[config.mk]
export PLATFORM = sky130hd
export DESIGN_NAME = utils_mul_booth_iter
export DESIGN_NICKNAME = d
export VERILOG_FILES = /design/src/rtl/utils_mul_booth_iter.sv
export SDC_FILE = /design/constraint.sdc
export NUM_CORES = 1
export LEC_CHECK = 0
export BUFFER_PORTS_ARGS = -buffer_cell sky130_fd_sc_hd__buf_2
export CAP_MARGIN = 20
export CORE_MARGIN = 2
export CORE_UTILIZATION = 55
export CTS_CLUSTER_SIZE = 30
export DETAILED_ROUTE_END_ITERATION = 8
export MAX_ROUTING_LAYER = met4
export PLACE_DENSITY_LB_ADDON = 0.1
export SETUP_SLACK_MARGIN = 0.02
export SYNTH_ARGS = -nofsm -noshare
export SYNTH_HDL_FRONTEND = slang
export SYNTH_SLANG_ARGS = --single-unit
export TNS_END_PERCENT = 10
[constraint.sdc]
create_clock -name clk -period 12.9 [get_ports clk]
set_clock_uncertainty 0.05 [all_clocks]
set_input_delay 1.29 -clock clk [delete_from_list [all_inputs] [get_ports clk]]
set_output_delay 1.29 -clock clk [all_outputs]
set_load 0.02 [all_outputs]
[src/rtl/utils_mul_booth_iter.sv]
// Iterative radix-4 Booth multiplier: one partial product per cycle, DW/2+1 steps per op.
// Handles signed and unsigned operands exactly by extending both operands by two bits.
module utils_mul_booth_iter #(
  parameter int DW = 8
) (
  input  logic            clk,
  input  logic            rst_n,
  input  logic            in_valid,
  output logic            in_ready,
  input  logic            in_signed,
  input  logic [DW-1:0]   in_a,
  input  logic [DW-1:0]   in_b,
  output logic            out_valid,
  input  logic            out_ready,
  output logic [2*DW-1:0] out_p
);

  localparam int N  = DW / 2 + 1;
  localparam int EW = DW + 2;
  localparam int AW = 2 * DW + 2;
  localparam int CW = $clog2(N);

  typedef enum logic [1:0] {
    IDLE = 2'd0,
    CALC = 2'd1,
    DONE = 2'd2
  } state_t;

  state_t          state;
  logic [EW-1:0]   a_ext;
  logic [EW-1:0]   b_ext;
  logic [AW-1:0]   acc;
  logic [CW-1:0]   cnt;

  logic [EW:0]     b_win;
  logic [2:0]      triple;
  logic [EW:0]     mag;
  logic            neg;
  logic [AW-1:0]   pp_ext;
  logic [AW-1:0]   pp_sh;
  logic [AW-1:0]   acc_next;

  // Handshakes: a transfer happens on a rising edge where valid and ready are both high;
  // valid never depends on ready, and a raised out_valid holds with stable data until taken.
  assign in_ready = (state == IDLE);

  // b_win appends the implicit B[-1]=0 below the multiplier.
  assign b_win  = {b_ext, 1'b0};
  assign triple = 3'(b_win >> {cnt, 1'b0});

  always_comb begin
    mag = '0;
    neg = 1'b0;
    case (triple)
      3'b001, 3'b010: mag = {a_ext[EW-1], a_ext};
      3'b011:         mag = {a_ext, 1'b0};
      3'b100: begin
        mag = {a_ext, 1'b0};
        neg = 1'b1;
      end
      3'b101, 3'b110: begin
        mag = {a_ext[EW-1], a_ext};
        neg = 1'b1;
      end
      default: ;
    endcase
    pp_ext   = {{(AW-EW-1){mag[EW]}}, mag};
    pp_sh    = pp_ext << {cnt, 1'b0};
    // Two's-complement negation with the +1 carried into the same add.
    acc_next = acc + (neg ? ~pp_sh : pp_sh) + AW'(neg);
  end

  always_ff @(posedge clk or negedge rst_n) begin
    if (!rst_n) begin
      state     <= IDLE;
      a_ext     <= '0;
      b_ext     <= '0;
      acc       <= '0;
      cnt       <= '0;
      out_valid <= 1'b0;
      out_p     <= '0;
    end else begin
      case (state)
        IDLE: begin
          if (in_valid) begin
            a_ext <= in_signed ? {{2{in_a[DW-1]}}, in_a} : {2'b00, in_a};
            b_ext <= in_signed ? {{2{in_b[DW-1]}}, in_b} : {2'b00, in_b};
            acc   <= '0;
            cnt   <= '0;
            state <= CALC;
          end
        end
        CALC: begin
          acc <= acc_next;
          cnt <= cnt + 1'b1;
          if (cnt == CW'(N - 1)) begin
            out_p     <= acc_next[2*DW-1:0];
            out_valid <= 1'b1;
            state     <= DONE;
          end
        end
        DONE: begin
          if (out_ready) begin
            out_valid <= 1'b0;
            state     <= IDLE;
          end
        end
        default: state <= IDLE;
      endcase
    end
  end

endmodule
======== Yosys cells after proc, flatten, opt, wreduce, memory -nomap -nowiden ========
Cells that the tools add are included.
word-level totals
  bits in registers ....................... 60
  output and inout port bits .............. 18
  word-level logic and storage cells ...... 52
operators by class
  add/subtract/negate cells ............... 3
  equal/unequal tests ..................... 12
  shift operators ......................... 2
  muxes and demuxes ....................... 16
  bitwise gates (word level) .............. 1
  reductions and logical operators ........ 11
operators by type and width
  cell                                            number
  two-way mux 18 bit                              2
  case mux 18 bit (2 select lines)                1
  case mux 11 bit (2 select lines)                1
  two-way mux 10 bit                              2
  adder 18 x 1 -> 18 bit                          1
  adder 18 bit                                    1
  inverter 18 bit                                 1
  << shifter 18 x 4 -> 18 bit                     1
  == test 3 bit (second input constant)           4
  right shift 11 x 4 -> 3 bit                     1
  == test 3 x 2 -> 1 bit (second input constant)  2
  two-way mux 2 bit                               3
  inequality test 2 bit (second input constant)   3
  case mux 2 bit (3 select lines)                 1
  case mux 3 bit (2 select lines)                 1
  AND reduction 2 bit                             3
  AND reduction 3 bit                             2
  nonzero test 2 bit                              2
  OR reduction 4 bit                              1
  adder 3 x 1 -> 3 bit (second input constant)    1
  == test 3 x 1 -> 1 bit (second input constant)  1
  two-way mux 1 bit                               3
  two-way mux 3 bit                               1
  OR reduction 3 bit                              1
  other kinds (5)                                 5

======== Logic depth before layout (Yosys ltp) ========
Gate-level depths: netlist of the first run.
  depth after elaboration ................. 10
  gate-level depth with buffers ........... 27
  depth with buffers taken out ............ 22

======== Least setup slack after synthesis of the first run ========
OpenSTA, ideal clock, no wires.
  kind .................................... reg2reg
  start point ............................. reg cnt[1]
  end point ............................... reg out_p[13]
  library setup time ...................... 125 ps
  arrival time ............................ 4815 ps
  required time ........................... 12725 ps
  slack ................................... 7910 ps
  stages on the path, launching flop included .. 27
  clock period less this slack ............ 4990 ps
  cell sequence ........................... dfrtp_1 buf_2 buf_1 inv_1 clkbuf_1 nor2_1 a31oi_1 o22a_1 ha_1 nand2_1 o32a_1 o211ai_4 buf_2 a22oi_1 mux2_2 nor2_1 a21oi_1 nor2_1 xor2_1 ha_1 a21o_1 or3_1 o2111ai_1 nand2_1 a211oi_1 nor2_1 mux2_2
between the ends
  cells in the longest elaborated chain, start to end .. 9
ends and longest elaborated chain
  item                                                                       line  RTL
  start, declared                                                            33    logic [CW-1:0] cnt;
  start signal, assigned                                                     95    cnt <= cnt + 1'b1;
  right shift 11 x 4 -> 3 bit                                                49    assign triple = 3'(b_win >> {cnt, 1'b0});
  == test 3 bit, or another cell as far along                                54    case (triple)
  OR reduction 4 bit (no source line) or OR reduction 2 bit (tied branches)  --
  case mux 11 bit (2 select lines)                                           54
  << shifter 18 x 4 -> 18 bit                                                68    pp_sh = pp_ext << {cnt, 1'b0};
  inverter 18 bit                                                            70    acc_next = acc + (neg ? ~pp_sh : pp_sh) + AW'(neg);
  two-way mux 18 bit                                                         70
  adder 18 bit                                                               70
  adder 18 x 1 -> 18 bit                                                     70
  end signal, assigned                                                       97    out_p <= acc_next[2*DW-1:0];
  end, declared                                                              15    output logic [2*DW-1:0] out_p
Several ways; a longest one is shown, not always the timed one.
A chain may end at the register's enable or synchronous reset.

======== Worst setup path after layout of the first run ========
Same ends and word-level chain as after synthesis.

==> impl_metrics.py, run 1 <==
metrics = {
    "status": {
        "status": "completed",
    },
    "setup_path": {
        "cp-start-kind": "flop",
        "path_max_fanout": 18,
        "slowest_stage": "dfrtp_1",
        "cp-end-kind": "flop",
        "worstRegToRegCells": 21,
        "slowest_delay_ns": 0.76,
        "cp.required_ns": 13.05,
        "path_cells": "inv_1, a31oi_1, o22a_1, ha_1, nand2_1, o32a_1, o211ai_4, a22oi_1, mux2_2, nor2_1, a21oi_1, nor2_1, xor2_1, ha_1, a21o_1, or3_1, o2111ai_1, nand2_1, a211oi_1, nor2_1, mux2_2",
        "crit_top_cell": "nor2_1",
        "reg2reg_slack_ns": 7.56,
        "critPathArrivalTime_ns": 5.49,
        "worstSetupPathType": "flop to flop",
    },
    "global_route": {
        "grt.total_usage_pct": 23.6,
        "grt_first_pass_wirelength_mm": 13.7,
        "grt_max_degree": 57,
        "gr-total-overflow": 0,
        "antenna_found_initial": 0,
        "grt_pass1_vias": 2935,
    },
    "die": {
        "ioPinCount": 39,
        "fp.dieW_um": 86.4,
        "rows": 30,
        "start_util_pct": 55.8,
        "chipHeight_um": 86.4,
        "die_area_um2": 7460,
        "core-area_um2": 6680,
    },
    "clock_network": {
        "clk_latency_ns": 0.32,
        "post_cts_resized": 0,
        "cts_tree": "done",
        "holdBufCountCts": 0,
        "cts_buffer_depth": 2,
        "cts_buffers": 5,
        "postCtsSetupBuffers": 0,
        "clockRootBuffer": "clkbuf_8",
        "htreeDepth": 2,
        "clk_pin_slew_ns": 0.10,
        "cts_sinks": 56,
    },
    "synth": {
        "synth_seq_cells": 56,
        "synth_most_common_cell": "nand2_1",
        "synth.top_cell.area_share_pct": 37.6,
        "synth_fa_ha_area_share_pct": 7.58,
        "yosysTopAreaCell": "dfrtp_1",
        "synth_cell_type_count": 59,
        "ys_async_sr_fraction_pct": 100,
        "synth_top_family_by_area": "simple AND/OR/NAND/NOR gates",
        "netlist_top_cells_count": "95 x nand2_1, 56 x dfrtp_1, 38 x o21ai_0",
        "synth_cells": 431,
        "synth_area_per_cell_um2": 8.65,
        "synthesis.nets": 474,
        "synth_top_flop_cell": "dfrtp_1",
        "netlist_area_um2": 3730,
        "netlist_top_cells_area": "dfrtp_1 38%, nand2_1 9.6%, ha_1 7.0%",
        "synth_compound_area_share_pct": 18.7,
        "synthXorXnorAreaFrac_pct": 6.81,
        "seq_area_frac_synth_pct": 37.6,
        "synthSimpleGateAreaFrac_pct": 19.6,
        "muxShareOfSynthArea_pct": 5.87,
        "yosysWarnings": 0,
        "synth_edf_count": 0,
    },
    "routing": {
        "ant_nets": 0,
        "viasPerCell": 5.67,
        "first_iter_violations": 156,
        "dr_total_vias": 3045,
        "route.detailed.drc": 0,
        "drt_first_pass_iters": 4,
        "routed_wirelength_mm": 7.86,
        "wl_per_cell_um": 14.6,
    },
    "timing": {
        "fin_setup_tns_ns": 0,
        "hold_viol_final": 0,
        "drv_slew": 0,
        "min_period_ns": 5.34,
        "rsz0062_at_grt": "false",
        "fmax_mhz": 187,
        "setup_slack_ns": 7.56,
        "min_period_over_period_pct": 41.4,
        "slew_headroom_pct": 41.3,
        "worst_slew_pin_slew_ns": 0.878,
        "finalSetupViolations": 0,
    },
    "placed_design": {
        "io_buffers": 38,
        "pre_cts_slack_ns": 7.65,
        "place_congestion": 0.951,
        "place_hpwl_mm": 5.74,
    },
    "layout": {
        "nets": 499,
        "area.growth.synth_to_final_pct": 9.23,
        "antenna_cells": 0,
        "drive_gt1_share_pct": 15.5,
    },
    "worst_hold_path": {
        "hold_class": "flop to flop",
        "min_path_cells": 2,
    },
    "run": {
        "cap_violations": 0,
    },
}
==> worst paths after layout <==
path | end | from
max | out_p[13]$_DFFE_PN0P_ | cnt[1]$_DFFE_PN0P_
min | out_p[6]$_DFFE_PN0P_ | out_p[6]$_DFFE_PN0P_
max reg2reg | out_p[13]$_DFFE_PN0P_ | cnt[1]$_DFFE_PN0P_
min reg2reg | out_p[6]$_DFFE_PN0P_ | out_p[6]$_DFFE_PN0P_
max in group asynchronous | out_p[13]$_DFFE_PN0P_ | rst_n
min in group asynchronous | acc[9]$_DFFE_PN0P_ | rst_n
==> critical path, delay by kind of cell, from the launching register on <==
family | cells | cell delay [ns]
multiplexers | 2 | 0.59
AND/OR/NAND/NOR | 6 | 0.84
XOR/XNOR | 1 | 0.20
AO/OA/AOI/OAI | 9 | 1.89
adder cells (fa/ha/maj) | 2 | 0.49
buffers and inverters | 1 | 0.39
flip-flops | 1 | 0.76
==> cells by family after synthesis <==
kind of cell | Yosys count
XOR/XNOR | 29
buffers and inverters | 35
AO/OA/AOI/OAI | 104
flip-flops | 56
adder cells (fa/ha/maj) | 22
AND/OR/NAND/NOR | 166
multiplexers | 19
==> registers in the layout (all words and copies together) (netlist names) <==
| name | cells |
|---|---|
| out_valid | 1 |
| out_p | 16 |
| b_ext | 9 |
| cnt | 3 |
| acc | 16 |
| a_ext | 9 |
| state | 2 |
==> metal layers <==
layer,global-route usage [%],part of all wire [%]
met1,30.6,47
met4,4.69,1.3
met5,-,0
met2,38.7,48
met3,4.67,3.0
==> layout make-up <==
type | count | area [um^2]
clock inverter | 2 | 35.0
inverter | 10 | 37.5
sequential | 56 | 1400
clock buffer | 6 | 72.6
multi-input combinational | 340 | 2180
tap | 80 | 100
fill | 630 | 2610
timing repair buffer | 43 | 243
==> stage by stage <==
step,hold slack [ns],cells,util [%],cell area (um^2)
global placement,0.406,527,58.9,3940
CTS,0.438,535,60.5,4040
finish,0.430,537,61.0,4070
detailed placement,0.415,527,58.9,3940
floorplan,0.390,431,-,3730
global route,0.458,537,61.0,4070
==> placed cells by master (no fill, tap or decap), types with 8 or more instances in the layout <==
| cell type | n |
|---|---|
| nand2_1 | 95 |
| nor2_1 | 25 |
| a21oi_1 | 15 |
| ha_1 | 21 |
| inv_1 | 9 |
| a21o_1 | 8 |
| nand3_1 | 18 |
| xnor2_1 | 22 |
| buf_2 | 38 |
| o21ai_0 | 38 |
| mux2_2 | 10 |
| dfrtp_1 | 56 |
Power of run 1 is not shown: default switching activity piles up to over one toggle a cycle in this logic, so the estimate is an artifact.
==> run 2, diff against run 1 <==
Settings changed: CORE_UTILIZATION 55 to 54.
Clock period 12.9 ns to 4.4 ns, I/O delays scaled along.
==> impl_metrics.py, run 2 (synthesis gave the netlist of run 1 again) <==
metrics = {
    "status": {
        "status": "complete, but fails checks",
        "violations": "setup timing",
    },
    "timing": {
        "drv_slew": 0,
        "hold-worst-slack_ns": 0.181,
        "min_period_over_period_pct": 103,
        "rsz0062_at_grt": "true",
        "finalSetupViolations": 2,
        "worst_slew_pin_slew_ns": 0.894,
        "slew_headroom_pct": 40.4,
        "setup_slack_ns": -0.124,
        "fmax_mhz": 221,
        "fin_setup_tns_ns": -0.134,
        "hold_viol_final": 0,
        "min_period_ns": 4.52,
    },
    "placed_design": {
        "place_congestion": 0.958,
        "place_hpwl_mm": 6.01,
        "dp_cells": 560,
        "io_buffers": 38,
    },
    "layout": {
        "multiInputGateArea_um2": 2330,
        "drive_gt1_share_pct": 28.4,
        "area.growth.synth_to_final_pct": 20.9,
        "nets": 539,
        "register_area_um2": 1400,
        "n_fill_cell": 589,
        "antenna_cells": 0,
        "layout_commonest_cell": "nand2_1",
        "final_cell_mix": "95 x nand2_1, 55 x dfrtp_1, 43 x buf_4",
        "top_regs": "acc x16, out_p x16",
        "stdcell_count": 577,
    },
    "setup_path": {
        "cp-start-kind": "flop",
        "r2r-start": "cnt[0]$_DFFE_PN0P_",
        "cp.buffers_inverters": 3,
        "critPathArrivalTime_ns": 4.68,
        "cp-end-kind": "flop",
        "path_max_fanout": 9,
        "worstSetupPathType": "flop to flop",
        "cp_num_cells": 21,
        "slowest_stage": "dfrtp_2",
        "cp.required_ns": 4.55,
        "slowest_delay_ns": 0.46,
        "path_cells": "buf_4, mux2i_1, o22a_1, ha_2, buf_4, inv_1, o32a_1, o211ai_4, a22o_1, mux2_2, a21oi_2, nor2_1, xor2_1, ha_1, a21o_1, or3_4, o2111ai_4, nand2_1, a211oi_2, nor2_2, mux2_2",
        "startpoint": "cnt[0]$_DFFE_PN0P_",
        "crit_family": "compound AO/OA/AOI/OAI gates",
        "worstRegToRegCells": 21,
    },
    "routing": {
        "dr_total_vias": 3215,
        "routed_wirelength_mm": 8.44,
        "top_layer": "met4",
        "ant_nets": 0,
        "first_iter_violations": 154,
        "wl_met2_mm": 4.10,
        "wl_met3_um": 235,
        "viasPerCell": 5.57,
        "routedLengthMet1_mm": 3.96,
        "wl_per_cell_um": 14.6,
        "route.detailed.drc": 0,
        "drt_first_pass_iters": 4,
    },
    "global_route": {
        "grt.total_usage_pct": 24.3,
        "grt_max_degree": 57,
        "grt_first_pass_wirelength_mm": 14.2,
        "gr-total-overflow": 0,
        "antenna_found_initial": 0,
        "grt_pass1_vias": 3032,
    },
    "clock_network": {
        "cts_buffers": 5,
        "cts_tree": "done",
        "cts_sinks": 56,
        "clk_latency_ns": 0.32,
        "holdBufCountCts": 0,
        "cts_buffer_depth": 2,
        "clockRootBuffer": "clkbuf_8",
        "clk_pin_slew_ns": 0.11,
        "htreeDepth": 2,
    },
    "die": {
        "ioPinCount": 39,
        "die_area_um2": 7590,
        "core-area_um2": 6760,
        "start_util_pct": 55.2,
        "fp.dieW_um": 87.1,
        "chipHeight_um": 87.1,
        "rows": 30,
    },
    "worst_hold_path": {
        "hold_class": "input port to async pin",
    },
    "run": {
        "cap_violations": 0,
    },
}
## run 2: cell types whose count changed in the layout (fill, tap and decap cells not counted), moves of 3 or more
cell | before | now
a22oi_2 | 0 | 3
nor2_1 | 25 | 21
buf_4 | 3 | 43
a21oi_1 | 15 | 7
a21oi_2 | 1 | 8
a22oi_1 | 3 | 0
nor2_2 | 0 | 3
## run 2: repair_timing
action / in CTS / in global routing
endpoints found under the setup margin: 12 / 20
pin swaps: 8 / 18
buffers inserted: 1 / 6
resized for setup: 14 / 19
## run 2: through the flow
step	instance area [um^2]	util [%]	setup WS, ns
detailed placement	4190	62.1	-0.207
CTS	4350	64.3	-0.0783
global placement	4190	62.1	-0.198
finish	4510	66.8	-0.124
floorplan	3770	-	-0.243
global route	4510	66.8	-0.335
## run 2: final cells by class
cell class	count	share of cell area, %
Clock buffer	5	1.53
Timing Repair Buffer	83	12.0
Clock inverter	3	0.527
Inverter	10	0.832
Multi-Input combinational cell	340	51.8
Sequential cell	56	31.1
Tap cell	80	2.22
## run 2: worst paths after layout
check	to	slack, ns
hold / removal	state[1]$_DFFE_PN0P_	0.18
hold reg to reg	out_p[4]$_DFFE_PN0P_	0.43
min in group clk	b_ext[6]$_DFFE_PN0P_	0.25
setup / recovery	out_p[13]$_DFFE_PN0P_	-0.12
max in group asynchronous	cnt[0]$_DFFE_PN0P_	3.62
setup reg to reg	out_p[13]$_DFFE_PN0P_	-0.12
## run 2: worst reg2reg max path: cells and delay by family (launching register included)
family | cells | cell delay (ns)
buf+inv | 3 | 0.38
compound gates | 8 | 1.63
mux | 3 | 0.70
xor+xnor | 1 | 0.17
simple gates | 4 | 0.59
fa+ha+maj | 2 | 0.44
flops | 1 | 0.46
## run 2: routing by layer
metal,up-vias,track usage [%]
met1,1513,31.0
met4,0,6.29
met2,59,40.0
met3,10,4.27
li1,1633,-
met5,-,-
Power of run 2 is left out for the same reason.
==> run 3, diff against run 2 <==
Settings changed: CORE_UTILIZATION 54 to 55, MAX_ROUTING_LAYER met4 to unset, SKIP_CTS_REPAIR_TIMING set to 1.
Clock period 4.4 ns to 5.65 ns, I/O delays scaled along.
==> impl_metrics.py, run 3 (synthesis gave the netlist of run 1 again) <==
metrics = {
    "status": {
        "status": "completed",
    },
    "clock_network": {
        "clockRootBuffer": "clkbuf_8",
        "clk_latency_ns": 0.32,
        "cts_buffers": 5,
        "cts_sinks": 56,
        "clk_pin_slew_ns": 0.11,
        "cts_tree": "done",
        "cts_buffer_depth": 2,
        "htreeDepth": 2,
    },
    "die": {
        "start_util_pct": 55.8,
        "rows": 30,
        "ioPinCount": 39,
        "fp.dieW_um": 86.4,
        "chipHeight_um": 86.4,
        "core-area_um2": 6680,
        "die_area_um2": 7460,
    },
    "timing": {
        "slew_headroom_pct": 40.3,
        "fmax_mhz": 201,
        "hold_viol_final": 0,
        "drv_slew": 0,
        "finalSetupViolations": 0,
        "rsz0062_at_grt": "false",
        "min_period_ns": 4.99,
        "min_period_over_period_pct": 88.3,
        "worst_slew_pin_slew_ns": 0.896,
        "fin_setup_tns_ns": 0,
    },
    "worst_hold_path": {
        "hold_class": "input port to async pin",
    },
    "global_route": {
        "gr-total-overflow": 0,
        "grt_pass1_vias": 2905,
        "grt_max_degree": 57,
        "grt.total_usage_pct": 22.7,
        "antenna_found_initial": 0,
        "grt_first_pass_wirelength_mm": 13.6,
    },
    "layout": {
        "drive_gt1_share_pct": 16.5,
        "top_regs": "acc x16, out_p x16",
        "layout_commonest_cell": "nand2_1",
        "final_cell_mix": "95 x nand2_1, 56 x dfrtp_1, 38 x o21ai_0, 38 x buf_2, 25 x nor2_1",
        "area.growth.synth_to_final_pct": 10.5,
        "nets": 503,
        "antenna_cells": 0,
    },
    "placed_design": {
        "place_hpwl_mm": 5.80,
        "place_congestion": 0.899,
        "io_buffers": 38,
    },
    "routing": {
        "route.detailed.drc": 0,
        "dr_total_vias": 3009,
        "drt_first_pass_iters": 4,
        "first_iter_violations": 163,
        "viasPerCell": 5.56,
        "routed_wirelength_mm": 7.87,
        "ant_nets": 0,
        "wl_per_cell_um": 14.5,
    },
    "setup_path": {
        "path_max_fanout": 14,
        "worstSetupPathType": "flop to flop",
        "cp.required_ns": 5.80,
        "cp-start-kind": "flop",
        "cp-end-kind": "flop",
        "critPathArrivalTime_ns": 5.14,
    },
    "run": {
        "cap_violations": 0,
    },
}
run 3: cell types whose count changed in the layout (fill, tap and decap cells not counted), sizes merged:
| cell | delta |
|---|---|
| bufinv | +1 |
| clkinvlp | -1 |
| buf | -36 |
run 3: area by class of cell:
| class | count | area [um^2] |
|---|---|---|
| multi-input cells | 340 | 2180 |
| well taps | 80 | 100 |
| flip-flops and latches | 56 | 1400 |
| fillers | 615 | 2560 |
| clock buffers | 5 | 68.8 |
| inverters | 10 | 37.5 |
| clock inverters | 3 | 42.5 |
| repair buffers | 47 | 285 |
run 3: stage by stage:
stage | hold slack (ns) | utilization [%] | cell area [um^2] | std cells | setup slack, ns
after floorplan | 0.219 | - | 3730 | 431 | 0.660
after global placement | 0.409 | 59.4 | 3970 | 531 | 0.789
after detailed placement | 0.415 | 59.4 | 3970 | 531 | 0.709
after CTS | 0.349 | 61.0 | 4080 | 539 | 0.652
after global routing | 0.386 | 61.7 | 4120 | 541 | 0.147
final | 0.301 | 61.7 | 4120 | 541 | 0.663
run 3: worst max-delay path, stage by stage (launching register included):
cell	delay, ns
dfrtp_1	0.62
mux2_2	0.38
a21oi_1	0.14
o21a_1	0.16
ha_1	0.23
nand2_1	0.07
o32a_1	0.32
o211ai_4	0.18
a22oi_1	0.15
mux2_2	0.32
nor2_1	0.09
a21oi_1	0.06
nor2_1	0.12
xor2_1	0.20
ha_1	0.26
a21o_1	0.22
or3_1	0.34
o2111ai_1	0.24
nand2_1	0.09
a211oi_1	0.28
nor2_1	0.09
mux2_2	0.26
run 3: final timing paths:
check | startpoint | endpoint | slack (ns) | cells past startpoint
max in group asynchronous | rst_n | acc[13]$_DFFE_PN0P_ | 4.75 | 2
worst min register to register | out_p[4]$_DFFE_PN0P_ | out_p[4]$_DFFE_PN0P_ | 0.43 | 2
worst min-delay path | rst_n | out_p[3]$_DFFE_PN0P_ | 0.30 | 2
min in group clk | in_b[6] | b_ext[6]$_DFFE_PN0P_ | 0.37 | 3
worst max register to register | cnt[0]$_DFFE_PN0P_ | out_p[13]$_DFFE_PN0P_ | 0.66 | 21
worst max-delay path | cnt[0]$_DFFE_PN0P_ | out_p[13]$_DFFE_PN0P_ | 0.66 | 21
run 3: metal layers:
metal,up-vias,GRT usage (%),wire length [um]
met5,-,0,0
met4,0,6.68,146
met3,12,3.43,215
met2,47,38.2,3680
met1,1395,30.3,3830
li1,1555,-,-
Power of run 3 is left out for the same reason.
